<file path="src/rtl/muldiv_sched.sv">
// Sequences the shared mul/div unit, gates HI/LO write-enables and stalls ID-stage HI/LO users.
// Latency: unit_go combinational in the launch cycle; busy for N cycles after it, commit in the last one.
// Backpressure: holds stall_out/idex_flush_out while occupied; exc_flush cancels and overrides the stall.
module muldiv_sched #(
    parameter int MULT_CYCLES = 5,
    parameter int DIV_CYCLES  = 10
) (
    input  logic       clk,
    input  logic       reset_n,
    input  logic       start_in,
    input  logic [1:0] muldiv_op_in,
    input  logic       mthl_in,
    input  logic       hilo_in,
    input  logic       hl_use_id,
    input  logic       exc_flush,
    output logic       busy_out,
    output logic [1:0] op_out,
    output logic       unit_go,
    output logic       commit_out,
    output logic       hi_we,
    output logic       lo_we,
    output logic       stall_out,
    output logic       idex_flush_out
);

    typedef enum logic {
        IDLE = 1'b0,
        BUSY = 1'b1
    } state_t;

    // Counter load values: the counter reaches zero in the last busy cycle.
    localparam logic [3:0] MULT_LOAD = 4'(MULT_CYCLES - 1);
    localparam logic [3:0] DIV_LOAD  = 4'(DIV_CYCLES - 1);

    state_t     state;
    state_t     state_nxt;
    logic [3:0] cnt;
    logic [3:0] cnt_nxt;
    logic [1:0] op_nxt;

    // Internal qualified conditions; reset_n gating keeps every output low while reset is held.
    logic is_idle;
    logic is_busy;
    logic launch;
    logic done;
    logic mt_hi;
    logic mt_lo;

    // State, countdown and latched op code register.
    always_ff @(posedge clk) begin
        if (!reset_n) begin
            state  <= IDLE;
            cnt    <= '0;
            op_out <= '0;
        end else begin
            state  <= state_nxt;
            cnt    <= cnt_nxt;
            op_out <= op_nxt;
        end
    end

    // Next-state logic and output decode; a flush beats both completion and launch.
    always_comb begin
        state_nxt      = state;
        cnt_nxt        = cnt;
        op_nxt         = op_out;

        is_idle        = reset_n & (state == IDLE);
        is_busy        = reset_n & (state == BUSY);
        launch         = is_idle & start_in & ~exc_flush;
        done           = is_busy & (cnt == 4'd0) & ~exc_flush;
        mt_hi          = is_idle & mthl_in & hilo_in & ~exc_flush;
        mt_lo          = is_idle & mthl_in & ~hilo_in & ~exc_flush;

        busy_out       = is_busy;
        unit_go        = launch;
        commit_out     = done;
        hi_we          = done | mt_hi;
        lo_we          = done | mt_lo;
        stall_out      = hl_use_id & (is_busy | launch) & ~exc_flush;
        idex_flush_out = stall_out;

        case (state)
            IDLE: begin
                if (start_in && !exc_flush) begin
                    state_nxt = BUSY;
                    op_nxt    = muldiv_op_in;
                    cnt_nxt   = muldiv_op_in[1] ? DIV_LOAD : MULT_LOAD;
                end
            end
            BUSY: begin
                // A start arriving here is a stall escape and is deliberately ignored.
                if (exc_flush) begin
                    state_nxt = IDLE;
                    cnt_nxt   = 4'd0;
                end else if (cnt == 4'd0) begin
                    state_nxt = IDLE;
                end else begin
                    cnt_nxt = cnt - 4'd1;
                end
            end
            default: begin
                state_nxt = IDLE;
                cnt_nxt   = 4'd0;
            end
        endcase
    end

endmodule
</file>
<file path="config.mk">
export PLATFORM = sky130hd
export DESIGN_NAME = muldiv_sched
export DESIGN_NICKNAME = d
export VERILOG_FILES = /design/src/rtl/muldiv_sched.sv
export SDC_FILE = /design/constraint.sdc
export NUM_CORES = 1
export LEC_CHECK = 0
export ABC_AREA = 1
export ABC_CLOCK_PERIOD_IN_PS = 2500
export CAP_MARGIN = 20
export CORE_AREA = 5 5 42 44
export CTS_CLUSTER_SIZE = 24
export DETAILED_ROUTE_END_ITERATION = 6
export DIE_AREA = 0 0 47 49
export PLACE_DENSITY = 0.79
export SLEW_MARGIN = 20
export SYNTH_ARGS = -nofsm -noshare
export SYNTH_HDL_FRONTEND = slang
export SYNTH_SLANG_ARGS = --single-unit
</file>
<file path="constraint.sdc">
create_clock -name clk -period 2.5 [get_ports clk]
set_clock_uncertainty 0.1 [all_clocks]
set_input_delay 0.375 -clock clk [delete_from_list [all_inputs] [get_ports clk]]
set_output_delay 0.375 -clock clk [all_outputs]
set_load 0.02 [all_outputs]
</file>
==> results.sh <==
export IMPL_avgViaCountPerCell=4.56
export IMPL_timing_rr_start="cnt[1]$_SDFFE_PN0P_"
export IMPL_htreeDepth=1
export IMPL_leakage_nw=0.424
export IMPL_slew_violations=0
export IMPL_slowest_stage="clkdlybuf4s50_1"
export IMPL_hold_path_depth=2
export IMPL_area_growth_pct=49.5
export IMPL_cts_setup_buffers=0
export IMPL_fin_ws_ns=0.141
export IMPL_antenna_cells=0
export IMPL_root_buffer="clkbuf_4"
export IMPL_antenna_found_initial=0
export IMPL_cp_num_cells=7
export IMPL_finalSetupViolCount=0
export IMPL_fin_crit_sh=0.943
export IMPL_globalRouteOverflowTotal=0
export IMPL_tightest_slew_ns=0.227
export IMPL_whs_ns=0.362
export IMPL_tns_ns=0
export IMPL_syn_nets=88
export IMPL_drive_gt1_frac=0.170
export IMPL_route_detailed_drc=0
export IMPL_grt_pass1_vias=492
export IMPL_ys_types=18
export IMPL_ff2ff_setup_slack_ns=1.19
export IMPL_powerDensity_nw_per_um2=447
export IMPL_holdPathEnd="op_out[0]$_SDFFE_PN0P_"
export IMPL_fillers=147
export IMPL_layout_commonest_cell="nand2_1"
export IMPL_wl_per_cell_um=9.94
export IMPL_rsz0062_at_grt="no"
export IMPL_cts_resized=0
export IMPL_status="complete, no violations"
export IMPL_cp_end_kind="output port"
export IMPL_required_ns=2.03
export IMPL_cts_made_buffers=3
export IMPL_dp_slack_ns=0.0279
export IMPL_gr_usage_all_layers=0.119
export IMPL_peakVddDrop_uv=368
export IMPL_path_clk_slew_ns=0.05
export IMPL_multi_input_area_um2=284
export IMPL_layout_common_cells="nand2_1, nor2_1, clkdlybuf4s50_1, inv_1, dfxtp_1"
export IMPL_drt_total_wl_um=1150
export IMPL_yosysWarnings=0
export IMPL_place_hpwl_um=961
export IMPL_start_util=0.348
export IMPL_clkLatencyLatePin_ns=0.24
export IMPL_io_pin_count=18
export IMPL_min_delay_path_class="flip-flop to flip-flop"
export IMPL_ys_seq_elements=7
export IMPL_dr_total_vias=529
export IMPL_die_w_um=47
export IMPL_die_y_um=49
export IMPL_critical_path_cell_chain="clkdlybuf4s50_1 > nor2_4 > nand3_4 > inv_2 > nand2_1 > inv_1 > clkdlybuf4s50_1"
export IMPL_worstPathMaxFanout=3
export IMPL_dieArea_um2=2300
export IMPL_ctsLongestPathBuffers=2
export IMPL_postCtsHoldBufs=0
export IMPL_critPathMostFrequentCell="clkdlybuf4s50_1"
export IMPL_worstHoldStart="op_out[0]$_SDFFE_PN0P_"
export IMPL_ant_nets=0
export IMPL_synthTopCellsByArea="dfxtp_1, nand2_1, nor2_1, inv_1, ha_1"
export IMPL_row_count=14
export IMPL_dr_pass1_iters=4
export IMPL_grt_max_degree=8
export IMPL_crit_arrival_ns=1.88
export IMPL_maxSlewHeadroom=0.849
export IMPL_register_area_um2=140
export IMPL_layout_nets=112
export IMPL_cts_tree="built"
export IMPL_hold_viol=0
export IMPL_synthCells=77
export IMPL_critPathMaxStageDelay_ns=0.59
export IMPL_synth_area_um2=488
export IMPL_start_kind="input port"
export IMPL_core_area_um2=1400
export IMPL_cts_sinks=7
export IMPL_crit_family="buffers and inverters"
export IMPL_synth_top_area_frac=0.287
export IMPL_reg2regPathDepth=7
export IMPL_syn_area_per_cell_um2=6.34
export IMPL_maxCapViolCount=0
export IMPL_critPathKind="input port to output port"
export IMPL_yosysTopAreaCell="dfxtp_1"
export IMPL_gp_congestion=0.762
export IMPL_r2r_end="cnt[1]$_SDFFE_PN0P_"
export IMPL_port_buffer_count=17
export IMPL_fmax_mhz=424
export IMPL_crit_buf_inv=4
export IMPL_grt_pass1_wl_um=1990
export IMPL_min_period_ns=2.36
export IMPL_ys_seq_area_frac=0.287
export IMPL_drt_iter0_drc=5
[worst max path at each step]
stage	start	endpoint	slack (ns)
6_report	exc_flush	commit_out	0.14
5_1_grt	exc_flush	commit_out	0.06
4_1_cts	exc_flush	idex_flush_out	0.01
3_5_place_dp	exc_flush	idex_flush_out	0.03
3_3_place_gp	exc_flush	idex_flush_out	0.07
2_1_floorplan	reset_n	stall_out	0.68
[cell families after synthesis]
kind of cell / synth area share
fa+ha+maj: 0.0513
simple gates: 0.449
buf+inv: 0.131
flops: 0.287
compound gates: 0.0821
[power by group]
group | total, W | switching [W] | internal [W]
clock network | 0.0000998 | 0.0000391 | 0.0000607
registers | 0.000127 | 0.00000643 | 0.000121
logic | 0.0000987 | 0.0000539 | 0.0000447
total | 0.000326 | 0.0000994 | 0.000226
[flip-flops by register name, indices dropped and copies added (netlist names)]
name,cells
cnt,4
state,1
op_out,2
[final cells by class]
type / count / area share
clock buffers: 4 / 0.0360
multi-input cells: 55 / 0.389
flip-flops and latches: 7 / 0.192
well taps: 16 / 0.0274
inverters: 13 / 0.0669
repair buffers: 21 / 0.288
[cell usage after synthesis]
library cell,number
nand2_1,20
nor2_1,13
inv_1,9
dfxtp_1,7
inv_2,4
nand3_1,4
o21ai_1,4
a21oi_1,2
buf_4,2
ha_1,2
nand4_1,2
o21ai_0,2
nand2_2,1
nand2_4,1
nand3_2,1
nand3_4,1
nor2_2,1
nor2_4,1
[per-layer routing]
layer | vias up | share of wire | GRT usage
met2 | 13 | 0.46 | 0.174
met5 | - | 0 | 0
met1 | 229 | 0.43 | 0.143
met4 | 0 | 0.039 | 0.0968
li1 | 283 | - | -
met3 | 4 | 0.063 | 0.0221
[per-stage QoR]
step / area, um2 / instances / utilization / power (W)
floorplan: 488 / 77 / - / 0.000191
global placement: 693 / 112 / 0.495 / 0.000227
detailed placement: 693 / 112 / 0.495 / 0.000229
CTS: 719 / 116 / 0.513 / 0.000331
global route: 729 / 116 / 0.521 / 0.000352
finish: 729 / 116 / 0.521 / 0.000326
[worst register-to-register path: stages (launching register included)]
cell and delay [ns]:
dfxtp_1 0.35, inv_1 0.08, ha_1 0.23, nand3_4 0.09
buf_4 0.13, nand2_4 0.06, o21ai_1 0.12, nor2_1 0.05
(Power assumes the default switching activity.)
